$ cat config.mk
export PLATFORM = sky130hd
export DESIGN_NAME = cache_mem_bridge
export DESIGN_NICKNAME = d
export VERILOG_FILES = /design/src/rtl/cache_mem_bridge_pkg.sv /design/src/rtl/cache_line_buffer.sv /design/src/rtl/cache_mem_bridge.sv
export SDC_FILE = /design/constraint.sdc
export NUM_CORES = 1
export LEC_CHECK = 0
export CAP_MARGIN = 20
export CORE_MARGIN = 8
export CORE_UTILIZATION = 42
export DETAILED_ROUTE_END_ITERATION = 7
export PLACE_DENSITY_LB_ADDON = 0.05
export SLEW_MARGIN = 40
export SYNTH_ARGS = -nofsm -noshare
export SYNTH_HDL_FRONTEND = slang
export SYNTH_SLANG_ARGS = --single-unit
$ cat constraint.sdc
create_clock -name clk -period 1.6 [get_ports clk]
set_input_delay 0.32 -clock clk [delete_from_list [all_inputs] [get_ports clk]]
set_output_delay 0.32 -clock clk [all_outputs]
set_load 0.02 [all_outputs]
$ cat src/rtl/cache_mem_bridge_pkg.sv
// -----------------------------------------------------------------------------
// cache_mem_bridge_pkg
// Shared widths and state encodings for the cache-to-memory bridge.
//   Line_Width  : bits in one cache line
//   Word_Width  : bits in one memory word
//   Beat_Width  : bits in the beat index within a line
//   bridge_state_t : IDLE / WRITE / READ / DONE (2-bit encoding)
// -----------------------------------------------------------------------------
package cache_mem_bridge_pkg;

    localparam int Line_Width = 128;
    localparam int Word_Width = 32;
    localparam int Beat_Width = 2;

    typedef enum logic [1:0] {
        IDLE  = 2'd0,
        WRITE = 2'd1,
        READ  = 2'd2,
        DONE  = 2'd3
    } bridge_state_t;

endpackage

$ cat src/rtl/cache_line_buffer.sv
// -----------------------------------------------------------------------------
// cache_line_buffer
// Four-word register file holding one cache line.
//   clk, rst   : clock, asynchronous active-low reset (clears all words)
//   load       : capture the whole line from line_in
//   we         : write word_in into word[idx] (ignored while load is high)
//   idx        : word index for we and for word_out
//   word_in    : single word to write
//   line_out   : all four words, word i at bits [WORD_W*i +: WORD_W]
//   word_out   : word[idx]
// -----------------------------------------------------------------------------
module cache_line_buffer #(
    parameter int WORD_W = 32
) (
    input  logic                  clk,
    input  logic                  rst,
    input  logic                  load,
    input  logic [4*WORD_W-1:0]   line_in,
    input  logic                  we,
    input  logic [1:0]            idx,
    input  logic [WORD_W-1:0]     word_in,
    output logic [4*WORD_W-1:0]   line_out,
    output logic [WORD_W-1:0]     word_out
);

    logic [WORD_W-1:0] words [4];

    always_ff @(posedge clk or negedge rst) begin
        if (!rst) begin
            for (int i = 0; i < 4; i++) begin
                words[i] <= '0;
            end
        end else if (load) begin
            for (int i = 0; i < 4; i++) begin
                words[i] <= line_in[i*WORD_W +: WORD_W];
            end
        end else if (we) begin
            words[idx] <= word_in;
        end
    end

    always_comb begin
        line_out = '0;
        for (int i = 0; i < 4; i++) begin
            line_out[i*WORD_W +: WORD_W] = words[i];
        end
    end

    assign word_out = words[idx];

endmodule

$ cat src/rtl/cache_mem_bridge.sv
// -----------------------------------------------------------------------------
// cache_mem_bridge
// Turns one cache-line writeback or fill into four single-word beats on a
// req/ack memory port.
//   clk, rst   : clock, asynchronous active-low reset
//   Req_Low    : cache requests a line transfer (sampled in IDLE only)
//   Wr_Low     : 1 = writeback, 0 = fill (sampled with Req_Low)
//   A_Low      : line address, byte address bits [ADDR_W-1:4]
//   A_Word     : critical word of a fill (CACHE_CRITICAL_WORD_FIRST_EN only)
//   D_Low_in   : writeback line, word i at bits [32i+31:32i]
//   D_Low_out  : assembled fill line, same packing
//   Rdy_Low    : one-cycle completion pulse
//   mem_req/mem_we/mem_addr/mem_wdata : beat request, held until mem_ack
//   mem_rdata/mem_ack : beat response; a beat completes when mem_req and
//                       mem_ack are both high at a rising edge
//   dbg_state  : current FSM state
// Handshake: mem_req is a valid that stays asserted with stable address/data
// until the cycle mem_ack is sampled high; mem_ack with mem_req low is ignored.
// Optional feature macro: CACHE_CRITICAL_WORD_FIRST_EN (fills start at A_Word).
// -----------------------------------------------------------------------------
module cache_mem_bridge
    import cache_mem_bridge_pkg::*;
#(
    parameter int ADDR_W         = 32,
    parameter int WORD_W         = 32,
    parameter int WORDS_PER_LINE = 4
) (
    input  logic                  clk,
    input  logic                  rst,
    input  logic                  Req_Low,
    input  logic                  Wr_Low,
    input  logic [ADDR_W-5:0]     A_Low,
    input  logic [1:0]            A_Word,
    input  logic [WORD_W*4-1:0]   D_Low_in,
    output logic [WORD_W*4-1:0]   D_Low_out,
    output logic                  Rdy_Low,
    output logic                  mem_req,
    output logic                  mem_we,
    output logic [ADDR_W-1:0]     mem_addr,
    output logic [WORD_W-1:0]     mem_wdata,
    input  logic [WORD_W-1:0]     mem_rdata,
    input  logic                  mem_ack,
    output logic [1:0]            dbg_state
);

    bridge_state_t              state_q, state_d;
    logic [Beat_Width-1:0]      beat_q, beat_d;
    logic [2:0]                 done_q, done_d;
    logic [ADDR_W-5:0]          line_q, line_d;
    logic [Beat_Width-1:0]      start_beat;
    logic                       wb_load;
    logic                       fill_we;
    logic [WORD_W-1:0]          wb_word;
    logic [WORD_W*4-1:0]        wb_line_unused;
    logic [WORD_W-1:0]          fill_word_unused;

`ifdef CACHE_CRITICAL_WORD_FIRST_EN
    // Fills fetch the requested word first; writebacks always run in order.
    assign start_beat = Wr_Low ? '0 : A_Word;
`else
    logic a_word_unused;
    assign a_word_unused = ^A_Word;
    assign start_beat    = '0;
`endif

    // Writeback data, captured at acceptance and read out one word per beat.
    cache_line_buffer #(.WORD_W(WORD_W)) u_wb_buf (
        .clk      (clk),
        .rst      (rst),
        .load     (wb_load),
        .line_in  (D_Low_in),
        .we       (1'b0),
        .idx      (beat_q),
        .word_in  ('0),
        .line_out (wb_line_unused),
        .word_out (wb_word)
    );

    // Fill assembly; its contents are the line the cache reads on Rdy_Low.
    cache_line_buffer #(.WORD_W(WORD_W)) u_fill_buf (
        .clk      (clk),
        .rst      (rst),
        .load     (1'b0),
        .line_in  ('0),
        .we       (fill_we),
        .idx      (beat_q),
        .word_in  (mem_rdata),
        .line_out (D_Low_out),
        .word_out (fill_word_unused)
    );

    always_ff @(posedge clk or negedge rst) begin
        if (!rst) begin
            state_q <= IDLE;
            beat_q  <= '0;
            done_q  <= '0;
            line_q  <= '0;
        end else begin
            state_q <= state_d;
            beat_q  <= beat_d;
            done_q  <= done_d;
            line_q  <= line_d;
        end
    end

    always_comb begin
        state_d   = state_q;
        beat_d    = beat_q;
        done_d    = done_q;
        line_d    = line_q;
        wb_load   = 1'b0;
        fill_we   = 1'b0;
        Rdy_Low   = 1'b0;
        mem_req   = 1'b0;
        mem_we    = 1'b0;
        mem_addr  = '0;
        mem_wdata = '0;

        case (state_q)
            IDLE: begin
                if (Req_Low) begin
                    line_d  = A_Low;
                    wb_load = 1'b1;
                    beat_d  = start_beat;
                    done_d  = '0;
                    state_d = Wr_Low ? WRITE : READ;
                end
            end
            WRITE, READ: begin
                mem_req  = 1'b1;
                mem_we   = (state_q == WRITE);
                mem_addr = {line_q, beat_q, 2'b00};
                if (state_q == WRITE) begin
                    mem_wdata = wb_word;
                end
                if (mem_ack) begin
                    fill_we = (state_q == READ);
                    // Beat index wraps freely; the separate done count
                    // decides completion so critical-word-first works.
                    beat_d  = beat_q + 1'b1;
                    done_d  = done_q + 3'd1;
                    if (done_d == 3'(WORDS_PER_LINE)) begin
                        state_d = DONE;
                    end
                end
            end
            DONE: begin
                // Req_Low may still be high here; it is not sampled until IDLE.
                Rdy_Low = 1'b1;
                state_d = IDLE;
            end
            default: state_d = IDLE;
        endcase
    end

    assign dbg_state = state_q;

endmodule

# == Word level (Yosys, flattened, before mapping) ==
# Cells that the tools add are included.
# totals
reg_bits,291
out_inout_bits,197
word_cells,58
# op_classes
n_addsub,2
magnitude_cmp,2
eq_ne,7
n_mux,27
bitwise,1
n_reduce_logical,7
# op_table
operator,n
$mux W32,6
$bwmux W128,1
$bmux W32 S2,1
$demux W32 S2,1
$mux W2,6
$mux W1,7
$mux W3,2
$ne A2 B2 Y1 const B,3
$pmux W2 S3,1
$pmux W3 S2,1
$reduce_and A3 Y1,2
$eq A2 B2 Y1 const B,2
$pmux W2 S2,1
$add A3 B1 Y3 const B,1
$eq A3 B3 Y1 const B,1
$ge A3 B3 Y1 const B,1
$lt A3 B1 Y1 const B,1
$not A2 Y3,1
$add A2 B1 Y2 const B,1
$eq A2 B1 Y1 const B,1
$logic_not A2 Y1,1
$reduce_and A2 Y1,1
$reduce_bool A2 Y1,1
$reduce_or A2 Y1,1
$logic_and A1 B1 Y1,1

# == Logic depth before layout (Yosys ltp) ==
# logic_depth
word_depth,6
ltp_mapped,7
depth_no_buf,6

# == By module ==
# From an unflattened synthesis, not the netlist that was laid out.
# hier_totals
cells_unflattened,1674
hier_area_um2,16084.2
# modules_own_cells
mod,n_inst,cells_per_inst,area_each_um2
cache_line_buffer,2,744,7033.0
cache_mem_bridge,1,186,2018.2

# == Worst setup path before layout ==
# Ideal clock, no wire load.
# synth_path
path_kind,reg-to-output
start,register state_q[1] (netlist: dbg_state[1])
end,output port mem_addr[31]
arrival_time_ns,1.886
path_slack_ns,-0.606
path_stages_with_launch,7
path_buffers,3
path_cell_list,dfrtp_1 > inv_1 > ha_1 > buf_4 > clkbuf_1 > clkbuf_1 > and2_1
# synth_via
elab_chain_len,3
# synth_rtl
item,line,text
from (decl),cache_mem_bridge.sv:46,"bridge_state_t state_q, state_d;"
from (signal assigned),cache_mem_bridge.sv:99,state_q <= state_d;
$eq A2 B1 Y1 / $eq A2 B2 Y1 (equally long branches),cache_mem_bridge.sv:119,case (state_q)
$reduce_or A2 Y1 *,cache_mem_bridge.sv:119,
$mux W32 *,cache_mem_bridge.sv:119,
to (decl),cache_mem_bridge.sv:39,"output logic [ADDR_W-1:0] mem_addr,"
# Mark *: on every way between the ends. The rest lies on a longest branch, timed or not.

# == Worst setup path after layout ==
# layout_path
start,register beat_q[0]
end,output port mem_wdata[21]
# layout_via
elab_chain_len,6
# layout_rtl
item,line,text
from (decl),cache_mem_bridge.sv:47,"logic [Beat_Width-1:0] beat_q, beat_d;"
from (signal assigned),cache_mem_bridge.sv:100,beat_q <= beat_d;
$not A2 Y3 (not written as such),cache_line_buffer.sv:49,assign word_out = words[idx];
$bmux W32 S2,cache_line_buffer.sv:49,
$mux W32 (not written as such) (2 in series),cache_line_buffer.sv:49,
$mux W32,cache_mem_bridge.sv:133,if (state_q == WRITE) begin
$mux W32,cache_mem_bridge.sv:119,
to (decl),cache_mem_bridge.sv:40,"output logic [WORD_W-1:0] mem_wdata,"
# No other way between the ends. The select of a mux whose other input is x is not followed.

==> run_results.csv <==
group,metric,value,unit
outcome,status,"finished with violations",
outcome,violations,"negative setup slack",
final_layout,area_growth_syn_to_layout,58.9,%
sta,fin_crit,2.38,ns
yosys,synth_area_leader_cell,"dfrtp_1",
clock_network,cts_buffers,34,
route,wire_per_inst,22.2,microns
place,hpwlAfterDp,25.1,mm
clock_network,htree_levels,2,
global_routing,grt.overflow.total,0,
route,drt_first_pass_iters,5,
yosys,ys_seq_area_share,58.9,%
power_and_ir_drop,cellLeakagePower,9.10,nW
sta,rsz0062_at_grt,"yes",
sta,finalClockSkew,0.0134,ns
yosys,syn_avg_cell_area,15.9,sq um
yosys,yosys_warnings,0,
yosys,synth_common_cells,"dfrtp_1 (291), mux2_2 (273), and3_1 (32), mux4_2 (32), and2_1 (30)",
sta,finalSetupViolations,196,
final_layout,fin_nets,1463,
yosys,synth_edf_count,0,
worst_setup_path,worstSetupPathType,"register to output port",
yosys,synth_ff_type,"dfrtp_1",
floorplanning,die_y,188,microns
clock_network,cts-root-buf,"clkbuf_16",
floorplanning,coreArea,29300,sq um
yosys,synth_cells,776,
worst_setup_path,crit_fanout,7,
final_layout,drive_gt1_share,49.4,%
clock_network,cts_tree,"done",
power_and_ir_drop,vdd_drop_max,1170,uV
sta,worst_slack,-0.778,ns
worst_hold_path,min_path_type,"input pin to asynchronous set/reset pin",
clock_network,clk_pin_slew,0.06,ns
final_layout,fillers,2176,
route,vias,8390,
floorplanning,fp-row-count,63,
worst_setup_path,r2r_setup_slack,-0.56,ns
global_routing,grt_max_degree,56,
global_routing,grt_pass1_vias,9427,
sta,min_period_over_period,149,%
yosys,ys_types,30,
place,globalplace.congestion,0.747,
clock_network,cts.sinks,291,
clock_network,worstSkewPairLatency,0.50,ns
yosys,yosysMostFrequentCell,"dfrtp_1",
sta,slew_viol_final,0,
power_and_ir_drop,p_per_area,1970,nW/um^2
route,drc,0,
yosys,synthArstFlopShare,100,%
global_routing,track_usage,20.9,%
yosys,syn_area,12400,sq um
worst_setup_path,required,1.28,ns
route,ant_nets,0,
floorplanning,die_w,188,microns
floorplanning,dieArea,35200,sq um
global_routing,grt_pass1_wl,57.4,mm
worst_setup_path,reg2reg_depth,11,
place,io_buffers,387,
route,drt-total-wl,37.2,mm
global_routing,antenna_found_initial,9,
floorplanning,initial_core_util,42.2,%
place,dpl_cell_area,17300,sq um
sta,fmax,421,MHz
final_layout,postLayoutCellArea,19600,sq um
yosys,synth_area_leaders,"dfrtp_1 (59%), mux2_2 (25%), mux4_2 (5.8%), and3_1 (1.6%), and2_1 (1.5%)",
worst_setup_path,rr_endpoint,"u_fill_buf.line_out[0]",
worst_setup_path,arrival,2.06,ns
route,viasPerCell,5.01,
job,maxCapViolCount,0,
sta,hold_viol_final,0,
clock_network,clock_path_buffers,3,
floorplanning,ios,392,
yosys,synth-seq-cells,291,
worst_setup_path,endpoint_kind,"output port",
final_layout,final_core_util,67.0,%
worst_setup_path,worstSetupStartpointType,"register",
worst_setup_path,worstReg2RegStart,"dbg_state[0]",
yosys,synth_top_area_share,58.9,%
route,drt_iter0_markers,295,
## logic make-up (layout without fill, tap and decap cells)
group / Yosys count / in the layout / synth area share [%]
buffers and inverters: 58 / 560 / 3.04
adders and majority gates: 11 / 11 / 1.11
AOI/OAI and AO/OA: 14 / 14 / 0.850
other: 1 / 9 / 0.0303
DFF: 291 / 291 / 58.9
and+or+nand+nor: 84 / 84 / 4.30
muxes: 316 / 316 / 31.7
xor gates and xnor gates: 1 / 1 / 0.0709
## worst max-delay path, cell delays in order (launching register included)
cell and delay [ns]:
dfrtp_2 0.41, buf_12 0.16, buf_16 0.14, mux4_2 0.52
and3_4 0.19, buf_6 0.13
## power breakdown
part           switching (mW)  internal, mW  total [mW]  leakage [nW]
Combinational            8.05          10.5        18.6          5.02
Clock                    2.94          4.46        7.40         0.540
Sequential               1.85          10.9        12.8          3.54
Total                    12.8          25.9        38.8          9.10
## routing by layer
layer	share of wire, %	vias to the layer above	wire (microns)	GRT usage, %
li1	-	3769	-	-
met1	40	4280	14800	25.2
met2	50	274	18500	34.5
met3	7.7	63	2860	7.10
met4	2.6	4	962	7.52
met5	0.067	-	25	0
## per-stage QoR
step	hold WS, ns	instances	total power, mW	worst slack [ns]	setup TNS [ns]
floorplan	0.0244	777	22.4	-0.232	-35.61
global placement	0.248	1557	29.5	-0.653	-92.17
detailed placement	0.249	1557	29.8	-0.657	-93.19
CTS	0.319	1672	38.9	-0.810	-105.97
global route	0.315	1676	40.8	-0.836	-107.22
finish	0.307	1676	38.8	-0.778	-96.63
## worst max-delay path by stage
stage,from,end,slack [ns],cells past startpoint
6_report,beat_q[0],mem_wdata[21],-0.78,5
5_1_grt,beat_q[0],mem_wdata[18],-0.84,5
4_1_cts,beat_q[0],mem_wdata[30],-0.81,5
3_5_place_dp,beat_q[0],mem_wdata[29],-0.66,4
3_3_place_gp,beat_q[0],mem_wdata[1],-0.65,4
2_1_floorplan,dbg_state[1],u_fill_buf.line_out[107],-0.23,7
## registers in the layout, summed over array words and instances, names as in the netlist
signal,cells
u_fill_buf.line_out,128
u_wb_buf.line_out,128
line_q,28
done_q,3
beat_q,2
dbg_state,2
## what timing repair did
action,CTS,global route
hold buffers,1,0
resized for setup,626,49
pin swaps,40,36
buffers inserted,39,8
hold endpoints to repair,28,0
gates cloned,17,1
setup endpoints to repair,330,203
## layout make-up
class                           count  area (sq um)  area share (%)
Timing Repair Buffer              495          5480            27.9
Tap cell                          390           488            2.48
Clock buffer                       48          1030            5.23
Inverter                            7          36.3           0.185
Antenna cell                        7          17.5          0.0892
Sequential cell                   291          7290            37.1
Clock inverter                     10          52.6           0.268
Multi-Input combinational cell    428          5250            26.7
## cells in the final DEF (no fill, tap or decap), types with 3 or more instances in the layout
cell	count
buf_12	43
clkbuf_16	38
clkinv_2	9
nand2_8	4
mux4_2	32
a22o_1	5
diode_2	7
and3_4	33
mux2_4	48
dlygate4sd2_1	126
buf_4	31
nand2_1	3
dfrtp_1	287
and2_4	30
dfrtp_2	4
buf_6	83
nand3_1	3
nor2_1	3
ha_1	4
buf_16	10
clkbuf_8	6
inv_1	4
buf_8	7
clkdlybuf4s50_1	191
ha_4	5
clkbuf_1	5
mux2_2	236
Power figures use the tool's default switching activity.
